$ cat config.mk
export PLATFORM = sky130hd
export DESIGN_NAME = apb_bridge_mux
export DESIGN_NICKNAME = d
export VERILOG_FILES = /design/src/rtl/apb_pkg.sv /design/src/rtl/apb_watchdog.sv /design/src/rtl/apb_bridge_mux.sv
export SDC_FILE = /design/constraint.sdc
export NUM_CORES = 1
export LEC_CHECK = 0
export CAP_MARGIN = 25
export CORE_MARGIN = 10
export CORE_UTILIZATION = 40
export DETAILED_ROUTE_END_ITERATION = 8
export DONT_BUFFER_PORTS = 1
export SYNTH_ARGS = -nofsm -noshare
export SYNTH_HDL_FRONTEND = slang
export SYNTH_SLANG_ARGS = --single-unit
export TNS_END_PERCENT = 50
$ cat constraint.sdc
create_clock -name clk -period 6 [get_ports clk]
set_clock_uncertainty 0.2 [all_clocks]
set_input_delay 1.2 -clock clk [delete_from_list [all_inputs] [get_ports clk]]
set_output_delay 1.2 -clock clk [all_outputs]
set_load 0.03 [all_outputs]
$ cat src/rtl/apb_pkg.sv
// Shared definitions for the CPU-to-APB bridge: FSM state encoding, default
// error read data, default peripheral window and the slot-field bounds that
// pick the target slave out of the core address.
package apb_pkg;

    typedef enum logic [1:0] {
        ST_IDLE,
        ST_SETUP,
        ST_ACCESS,
        ST_DONE
    } apb_state_e;

    localparam logic [31:0] APB_ERR_DATA    = 32'hDEAD_BEEF;
    localparam logic [15:0] APB_PERIPH_BASE = 16'h4000;

    // rv_addr[SLOT_HI:SLOT_LO] selects the slave inside the window
    localparam int SLOT_HI = 15;
    localparam int SLOT_LO = 8;

endpackage

$ cat src/rtl/apb_watchdog.sv
// ACCESS-phase watchdog. Counts cycles while en is high (the first enabled
// cycle is count 1) and clears whenever en drops.
//   clk, rst : clock, synchronous active-high reset
//   en       : high while the bridge sits in ACCESS
//   expired  : high in the enabled cycle whose count equals TIMEOUT_CYCLES
module apb_watchdog #(
    parameter int TIMEOUT_CYCLES = 16
) (
    input  logic clk,
    input  logic rst,
    input  logic en,
    output logic expired
);

    localparam int CNT_W = $clog2(TIMEOUT_CYCLES + 1);

    // cnt holds the number of enabled cycles already completed, so the
    // current cycle's count is cnt+1.
    logic [CNT_W-1:0] cnt;

    always_ff @(posedge clk) begin
        if (rst || !en) cnt <= '0;
        else            cnt <= cnt + 1'b1;
    end

    assign expired = en && (cnt == CNT_W'(TIMEOUT_CYCLES - 1));

endmodule

$ cat src/rtl/apb_bridge_mux.sv
// CPU-to-APB bridge with NUM_SLAVES decoder, PRDATA/PREADY mux, ACCESS
// timeout and sticky error capture.
//   clk, rst                     : clock, synchronous active-high reset
//   rv_addr/rv_wdata             : core address / store data
//   rv_mem_write/rv_mem_read     : core store / load request
//   rv_rdata                     : registered load result
//   cpu_stall                    : combinational stall back to the core
//   err_clr/err_irq/err_addr     : sticky error clear / flag / first address
//   PSEL..PWDATA                 : APB master outputs
//   PRDATA/PREADY/PSLVERR        : per-slave APB returns (flattened PRDATA)
module apb_bridge_mux
    import apb_pkg::*;
#(
    parameter int                 NUM_SLAVES     = 4,
    parameter int                 DATA_W         = 32,
    parameter logic [15:0]        PERIPH_BASE    = APB_PERIPH_BASE,
    parameter int                 TIMEOUT_CYCLES = 16,
    parameter logic [DATA_W-1:0]  ERR_DATA       = DATA_W'(APB_ERR_DATA)
) (
    input  logic                         clk,
    input  logic                         rst,
    input  logic [31:0]                  rv_addr,
    input  logic [DATA_W-1:0]            rv_wdata,
    input  logic                         rv_mem_write,
    input  logic                         rv_mem_read,
    output logic [DATA_W-1:0]            rv_rdata,
    output logic                         cpu_stall,
    input  logic                         err_clr,
    output logic                         err_irq,
    output logic [31:0]                  err_addr,
    output logic [NUM_SLAVES-1:0]        PSEL,
    output logic                         PENABLE,
    output logic                         PWRITE,
    output logic [31:0]                  PADDR,
    output logic [DATA_W-1:0]            PWDATA,
    input  logic [NUM_SLAVES*DATA_W-1:0] PRDATA,
    input  logic [NUM_SLAVES-1:0]        PREADY,
    input  logic [NUM_SLAVES-1:0]        PSLVERR
);

    localparam int IDX_W  = (NUM_SLAVES > 1) ? $clog2(NUM_SLAVES) : 1;
    localparam int SLOT_W = SLOT_HI - SLOT_LO + 1;

    apb_state_e state, state_nxt;

    logic [SLOT_W-1:0] slot;
    logic              hit, mapped;
    logic [IDX_W-1:0]  idx_q;
    logic              rdy_sel, slverr_sel;
    logic [DATA_W-1:0] rdata_sel;
    logic              expired;
    logic              xfer_ok, timeout, dec_err, err_set;

    assign slot   = rv_addr[SLOT_HI:SLOT_LO];
    assign hit    = (rv_addr[31:16] == PERIPH_BASE) && (rv_mem_write || rv_mem_read);
    assign mapped = ({{(32-SLOT_W){1'b0}}, slot} < 32'(NUM_SLAVES));

    // Return path from the slave latched at SETUP
    assign rdy_sel    = PREADY[idx_q];
    assign slverr_sel = PSLVERR[idx_q];
    assign rdata_sel  = PRDATA[int'(idx_q)*DATA_W +: DATA_W];

    // PREADY in the expiry cycle wins over the timeout
    assign xfer_ok = (state == ST_ACCESS) && rdy_sel;
    assign timeout = (state == ST_ACCESS) && !rdy_sel && expired;
    assign dec_err = (state == ST_IDLE) && hit && !mapped;
    assign err_set = dec_err || (xfer_ok && slverr_sel) || timeout;

    assign cpu_stall = !rst && hit && (state != ST_DONE);
    assign PENABLE   = (state == ST_ACCESS);

    always_comb begin
        PSEL = '0;
        if (state == ST_SETUP || state == ST_ACCESS) PSEL[idx_q] = 1'b1;
    end

    apb_watchdog #(.TIMEOUT_CYCLES(TIMEOUT_CYCLES)) u_wdog (
        .clk     (clk),
        .rst     (rst),
        .en      (state == ST_ACCESS),
        .expired (expired)
    );

    always_ff @(posedge clk) begin
        if (rst) state <= ST_IDLE;
        else     state <= state_nxt;
    end

    always_comb begin
        state_nxt = state;
        case (state)
            ST_IDLE:   if (hit) state_nxt = mapped ? ST_SETUP : ST_DONE;
            ST_SETUP:  state_nxt = ST_ACCESS;
            ST_ACCESS: if (rdy_sel || expired) state_nxt = ST_DONE;
            default:   state_nxt = ST_IDLE;
        endcase
    end

    // Request latch and load-result capture
    always_ff @(posedge clk) begin
        if (rst) begin
            PADDR    <= '0;
            PWDATA   <= '0;
            PWRITE   <= 1'b0;
            idx_q    <= '0;
            rv_rdata <= '0;
        end else begin
            if (state == ST_IDLE && hit && mapped) begin
                PADDR  <= rv_addr;
                PWDATA <= rv_wdata;
                PWRITE <= rv_mem_write;
                idx_q  <= slot[IDX_W-1:0];
            end
            if (dec_err && !rv_mem_write)
                rv_rdata <= ERR_DATA;
            else if (xfer_ok && !PWRITE)
                rv_rdata <= slverr_sel ? ERR_DATA : rdata_sel;
            else if (timeout && !PWRITE)
                rv_rdata <= ERR_DATA;
        end
    end

    // Sticky error: first error address is kept until acknowledged; a set
    // coinciding with a clear counts as a fresh first error.
    always_ff @(posedge clk) begin
        if (rst) begin
            err_irq  <= 1'b0;
            err_addr <= '0;
        end else if (err_set) begin
            err_irq <= 1'b1;
            if (!err_irq || err_clr) err_addr <= rv_addr;
        end else if (err_clr) begin
            err_irq <= 1'b0;
        end
    end

endmodule

==> flow_metrics.tcl, run 1 <==
set metrics [dict create \
    syn_nets 833 \
    mostFrequentLayoutCells "dfxtp_1, nand2_1, nor3_1" \
    setup_violations 0 \
    worst_slew_margin_rel 0.2957 \
    start_kind "primary input" \
    clock_path_buffers 2 \
    rsz0062_at_grt "false" \
    placedCellCount 763 \
    antenna_found_initial 2 \
    syn_area_mm2 0.006026 \
    cts.htree.levels 4 \
    status "completed" \
    fin_crit_ns 4.143 \
    grt.total_usage 0.1723 \
    final_common_cell "dfxtp_1" \
    numCtsBuffers 17 \
    gp_congestion 0.7931 \
    port_buffers 0 \
    report.final.hold_viol_count 0 \
    syn_area_per_cell_um2 9.672 \
    async_flop_share 0 \
    ys_types 39 \
    die_w_um 142.7 \
    maxCapViolCount 0 \
    vias 4448 \
    area_growth_pct 11.05 \
    power_density_mw_per_mm2 352.5 \
    rrSetupSlack_ns 2.52 \
    core_area_mm2 0.01464 \
    placement_rows 44 \
    drc 0 \
    vias_per_cell 5.574 \
    path_cells "nor4b_1 > and3_1 > nand2_1 > nor3_1" \
    crit_start "rv_addr[21]" \
    synth_edf_count 0 \
    critPathMaxFanout 6 \
    clk_pin_slew_ns 0.06 \
    die_h_um 142.7 \
    critPathMaxStageDelay_ns 0.72 \
    final_cells 798 \
    worst_path_max_delay_cell "nor3_1" \
    ys_ff_latch 137 \
    syn_inst 623 \
    drive_gt1_frac 0.1307 \
    routedWlPerCell_um 23.07 \
    grt_max_degree 140 \
    post_cts_buffers 0 \
    cp-endpoint "cpu_stall" \
    drt_pre_antenna_iters 7 \
    timing.rr.start "PADDR[8]" \
    reg2regPathDepth 7 \
    ctsResizeCount 0 \
    grt_pass1_vias 4563 \
    rr_endpoint "err_addr[21]" \
    peakVddDrop_uv 194.4 \
    cts_tree "done" \
    postCtsHoldBufs 0 \
    finalMaxSlewViolations 0 \
    ys.flop_type "dfxtp_1" \
    ios 341 \
    yosysWarnings 0 \
    ys_seq_area_frac 0.4551 \
    worstPathRequired_ns 4.60 \
    dr.first_iter.drc_count 223 \
    leakage_uw 0.002216 \
    worst_pin_slew_ns 1.053 \
    die-area_mm2 0.02037 \
    final.period_utilization 0.6905 \
    overflow 0 \
    final_nets 809 \
    end_kind "primary output" \
    numClockSinks 137 \
    start_util 0.4115 \
    clk-insertion-delay-late_ns 0.41 \
    clock.fmax_ghz 0.2414 \
    path_class "in -> out" \
    wl_um 18410 \
    hold_path_class "reg -> reg" \
    grt_pass1_wl_um 27320 \
    fill_cells 1433 \
    cts_root_buf "clkbuf_16" \
    finalSetupTns_ns 0 \
    worstPathArrival_ns 2.74 \
    detail-route-antenna-nets 0 \
    hpwl_um 14420 \
]
## cell families after synthesis
group                    after synthesis  share of synthesized area
flip-flops                           137                     0.4551
buffers and inverters                 54                    0.04111
adder cells (fa/ha/maj)                5                    0.01038
AND/OR/NAND/NOR                      297                     0.2506
multiplexers                          67                     0.1821
XOR/XNOR                               2                   0.002908
AO/OA/AOI/OAI                         61                    0.05773
## cell type report
type | count | area (um^2) | area share
timing repair buffer | 7 | 65.06 | 0.009723
clock inverter | 15 | 170.2 | 0.02543
antenna | 2 | 5.005 | 0.0007479
clock buffer | 17 | 425.4 | 0.06358
inverter | 4 | 15.01 | 0.002244
sequential | 137 | 2745 | 0.4102
tap | 184 | 230.2 | 0.03441
multi-input combinational | 432 | 3035 | 0.4536
## state kept, by name, summed over array words and instances (netlist names)
signal	flops
err_irq	1
u_wdog.cnt	5
err_addr	32
PWRITE	1
PWDATA	32
PADDR	32
rv_rdata	32
state	2
## worst min-delay path by stage
stage                             start             to  slack [ns]  cells past startpoint
after global placement    u_wdog.cnt[0]  u_wdog.cnt[0]        0.23                      1
after CTS                 u_wdog.cnt[0]  u_wdog.cnt[0]        0.26                      1
after detailed placement  u_wdog.cnt[0]  u_wdog.cnt[0]        0.24                      1
after floorplan           u_wdog.cnt[0]  u_wdog.cnt[0]        0.22                      1
final                     u_wdog.cnt[0]  u_wdog.cnt[0]        0.25                      1
after global routing      u_wdog.cnt[0]  u_wdog.cnt[0]        0.29                      1
## Yosys cell counts (4+ instances only)
cell | number | area, um^2
dfxtp_1 | 137 | 2743
nand2_1 | 89 | 334.1
nor3_1 | 73 | 365.4
nand2b_1 | 67 | 419.2
a21oi_1 | 46 | 230.2
mux4_2 | 34 | 765.7
clkbuf_1 | 32 | 120.1
mux2i_1 | 32 | 320.3
nor2_1 | 24 | 90.09
and2_1 | 23 | 143.9
buf_2 | 11 | 55.05
a22oi_1 | 8 | 60.06
ha_1 | 5 | 62.56
and3_1 | 4 | 25.02
inv_1 | 4 | 15.01
## layer usage
| metal | vias up | track usage | part of all wire |
|---|---|---|---|
| met5 | - | 0 | 0 |
| met4 | 0 | 0.06406 | 0.015 |
| met3 | 18 | 0.09983 | 0.13 |
| met2 | 225 | 0.2879 | 0.51 |
| met1 | 2073 | 0.1757 | 0.34 |
| li1 | 2132 | - | - |
## metrics by stage
step	cell area, um^2	util	power (uW)	hold slack [ns]	setup WS [ns]
after global routing	6691	0.4569	2456	0.2918	1.763
after CTS	6666	0.4552	2386	0.2576	1.875
final	6691	0.4569	2359	0.2518	1.857
after floorplan	6026	-	1284	0.2175	2.136
after detailed placement	6071	0.4146	1326	0.2391	1.881
after global placement	6071	0.4146	1319	0.2274	1.839
## worst max-delay path, delay by kind of cell
kind | cells | cell delay (ns)
AND/OR/NAND/NOR | 4 | 1.53
## where the power goes
| part | switching, uW | internal [uW] | total, uW |
|---|---|---|---|
| clock | 457 | 599 | 1060 |
| combinational | 93.9 | 84.6 | 178 |
| sequential | 158 | 967 | 1120 |
| total | 708 | 1650 | 2360 |
Power figures use the tool's default switching activity.
==> inputs of run 2 (changes only) <==
==> constraint.sdc (replaced) <==
create_clock -name clk -period 3.85 [get_ports clk]
set_clock_uncertainty 0.2 [all_clocks]
set_input_delay 0.77 -clock clk [delete_from_list [all_inputs] [get_ports clk]]
set_output_delay 0.77 -clock clk [all_outputs]
set_load 0.03 [all_outputs]
==> run 2 against run 1 <==
Hold slack about the same. Critical endpoint unchanged. Combinational power up 62%. Clock-buffer cell count unchanged. Global-route usage down 0.16 points. Flip-flop and latch count unchanged.
==> flow_metrics.tcl, run 2 (synthesis results as in run 1) <==
set metrics [dict create \
    status "completed" \
    rrSetupSlack_ns 1.26 \
    start_kind "primary input" \
    drive_gt1_frac 0.1350 \
    drc 0 \
    diodes 0 \
    clk_pin_slew_ns 0.06 \
    peakVddDrop_uv 273.2 \
    postCtsHoldBufs 0 \
    fill_cells 1402 \
    die_w_um 142.7 \
    finalSetupTns_ns 0 \
    worst_slew_margin_rel 0.3380 \
    end_kind "primary output" \
    timing.rr.start "state[1]" \
    hold_path_class "in -> reg" \
    start_util 0.4115 \
    mostFrequentLayoutCells "dfxtp_1, nand2_1, nor3_1" \
    ios 341 \
    post_cts_buffers 0 \
    clk-insertion-delay-late_ns 0.41 \
    clock_path_buffers 2 \
    gp_congestion 0.7822 \
    routedWlPerCell_um 23.32 \
    clock.fmax_ghz 0.3525 \
    cts_root_buf "clkbuf_16" \
    fin_crit_ns 2.837 \
    worstPathArrival_ns 1.87 \
    final.period_utilization 0.7368 \
    antenna_found_initial 0 \
    cts.htree.levels 4 \
    detail-route-antenna-nets 0 \
    grt_pass1_vias 4664 \
    seq_area_mm2 0.002745 \
    overflow 0 \
    leakage_uw 0.002214 \
    placement_rows 44 \
    hold_depth 1 \
    power_density_mw_per_mm2 540.2 \
    worstPathRequired_ns 2.88 \
    vias_per_cell 5.592 \
    rsz0062_at_grt "false" \
    final_nets 812 \
    vias 4468 \
    numCtsBuffers 17 \
    report.final.hold_viol_count 0 \
    maxCapViolCount 0 \
    hpwl_um 14590 \
    numClockSinks 137 \
    cts_tree "done" \
    whs_ns 0.2521 \
    wl_um 18640 \
    multi_input_area_mm2 0.003035 \
    worst_pin_slew_ns 0.9894 \
    grt_pass1_wl_um 27250 \
    drt_pre_antenna_iters 4 \
    final_common_cell "dfxtp_1" \
    die_h_um 142.7 \
    ctsResizeCount 0 \
    path_class "in -> out" \
    hold_end "PADDR[9]" \
    finalMaxSlewViolations 0 \
    rr_endpoint "rv_rdata[3]" \
    hold_path_startpoint "rst" \
    area_growth_pct 10.80 \
    fin_util 0.4559 \
    core_area_mm2 0.01464 \
    reg2regPathDepth 6 \
    setup_violations 0 \
    critPathMaxFanout 6 \
    die-area_mm2 0.02037 \
    grt.total_usage 0.1707 \
    grt_max_degree 140 \
    dr.first_iter.drc_count 174 \
    port_buffers 0 \
]
run 2: cell types whose count changed in the layout (fill, tap and decap cells not counted):
| cell | change |
|---|---|
| buf_4 | +4 |
| clkinv_4 | +2 |
| diode_2 | -2 |
| inv_8 | -2 |
| buf_12 | -1 |
| bufinv_16 | -1 |
| clkinv_8 | +1 |
| clkinvlp_4 | +1 |
| inv_6 | -1 |
run 2: worst max-delay path: stages:
cell and delay (ns):
nor4b_1 0.35, and3_1 0.33, nand2_1 0.08, nor3_1 0.14, buf_4 0.19
run 2: final cells by class:
cell class | instances | share of cell area
Timing Repair Buffer | 10 | 0.01124
Clock inverter | 15 | 0.02249
Inverter | 4 | 0.002249
Tap cell | 184 | 0.03448
Sequential cell | 137 | 0.4112
Multi-Input combinational cell | 432 | 0.4546
Clock buffer | 17 | 0.06372
run 2: stage by stage:
stage	instances	worst slack [ns]	area [um^2]	power [uW]
final	799	1.013	6676	3607
after global placement	767	1.015	6101	2063
after CTS	799	1.014	6676	3653
after detailed placement	767	0.9671	6101	2077
after global routing	799	0.8963	6676	3748
after floorplan	623	0.8460	6026	2001
run 2: power breakdown:
group | internal (uW) | leakage, uW | switching, uW | total, uW
combinational | 138 | 0.000825 | 150 | 288
sequential | 1510 | 0.00111 | 245 | 1750
clock | 864 | 0.000282 | 703 | 1570
run 2: worst max path at each step:
| stage | startpoint | endpoint | cells after the start |
|---|---|---|---|
| floorplan | rst | cpu_stall | 4 |
| global placement | rv_addr[21] | cpu_stall | 5 |
| detailed placement | rv_addr[21] | err_addr[6] | 6 |
| CTS | rv_addr[21] | cpu_stall | 5 |
| global route | rv_addr[21] | cpu_stall | 5 |
| finish | rv_addr[21] | cpu_stall | 5 |
run 2: per-layer routing:
layer	wire length [um]	track usage
met5	0	0
met4	299	0.06026
met3	2404	0.09751
met2	9463	0.2953
met1	6469	0.1677
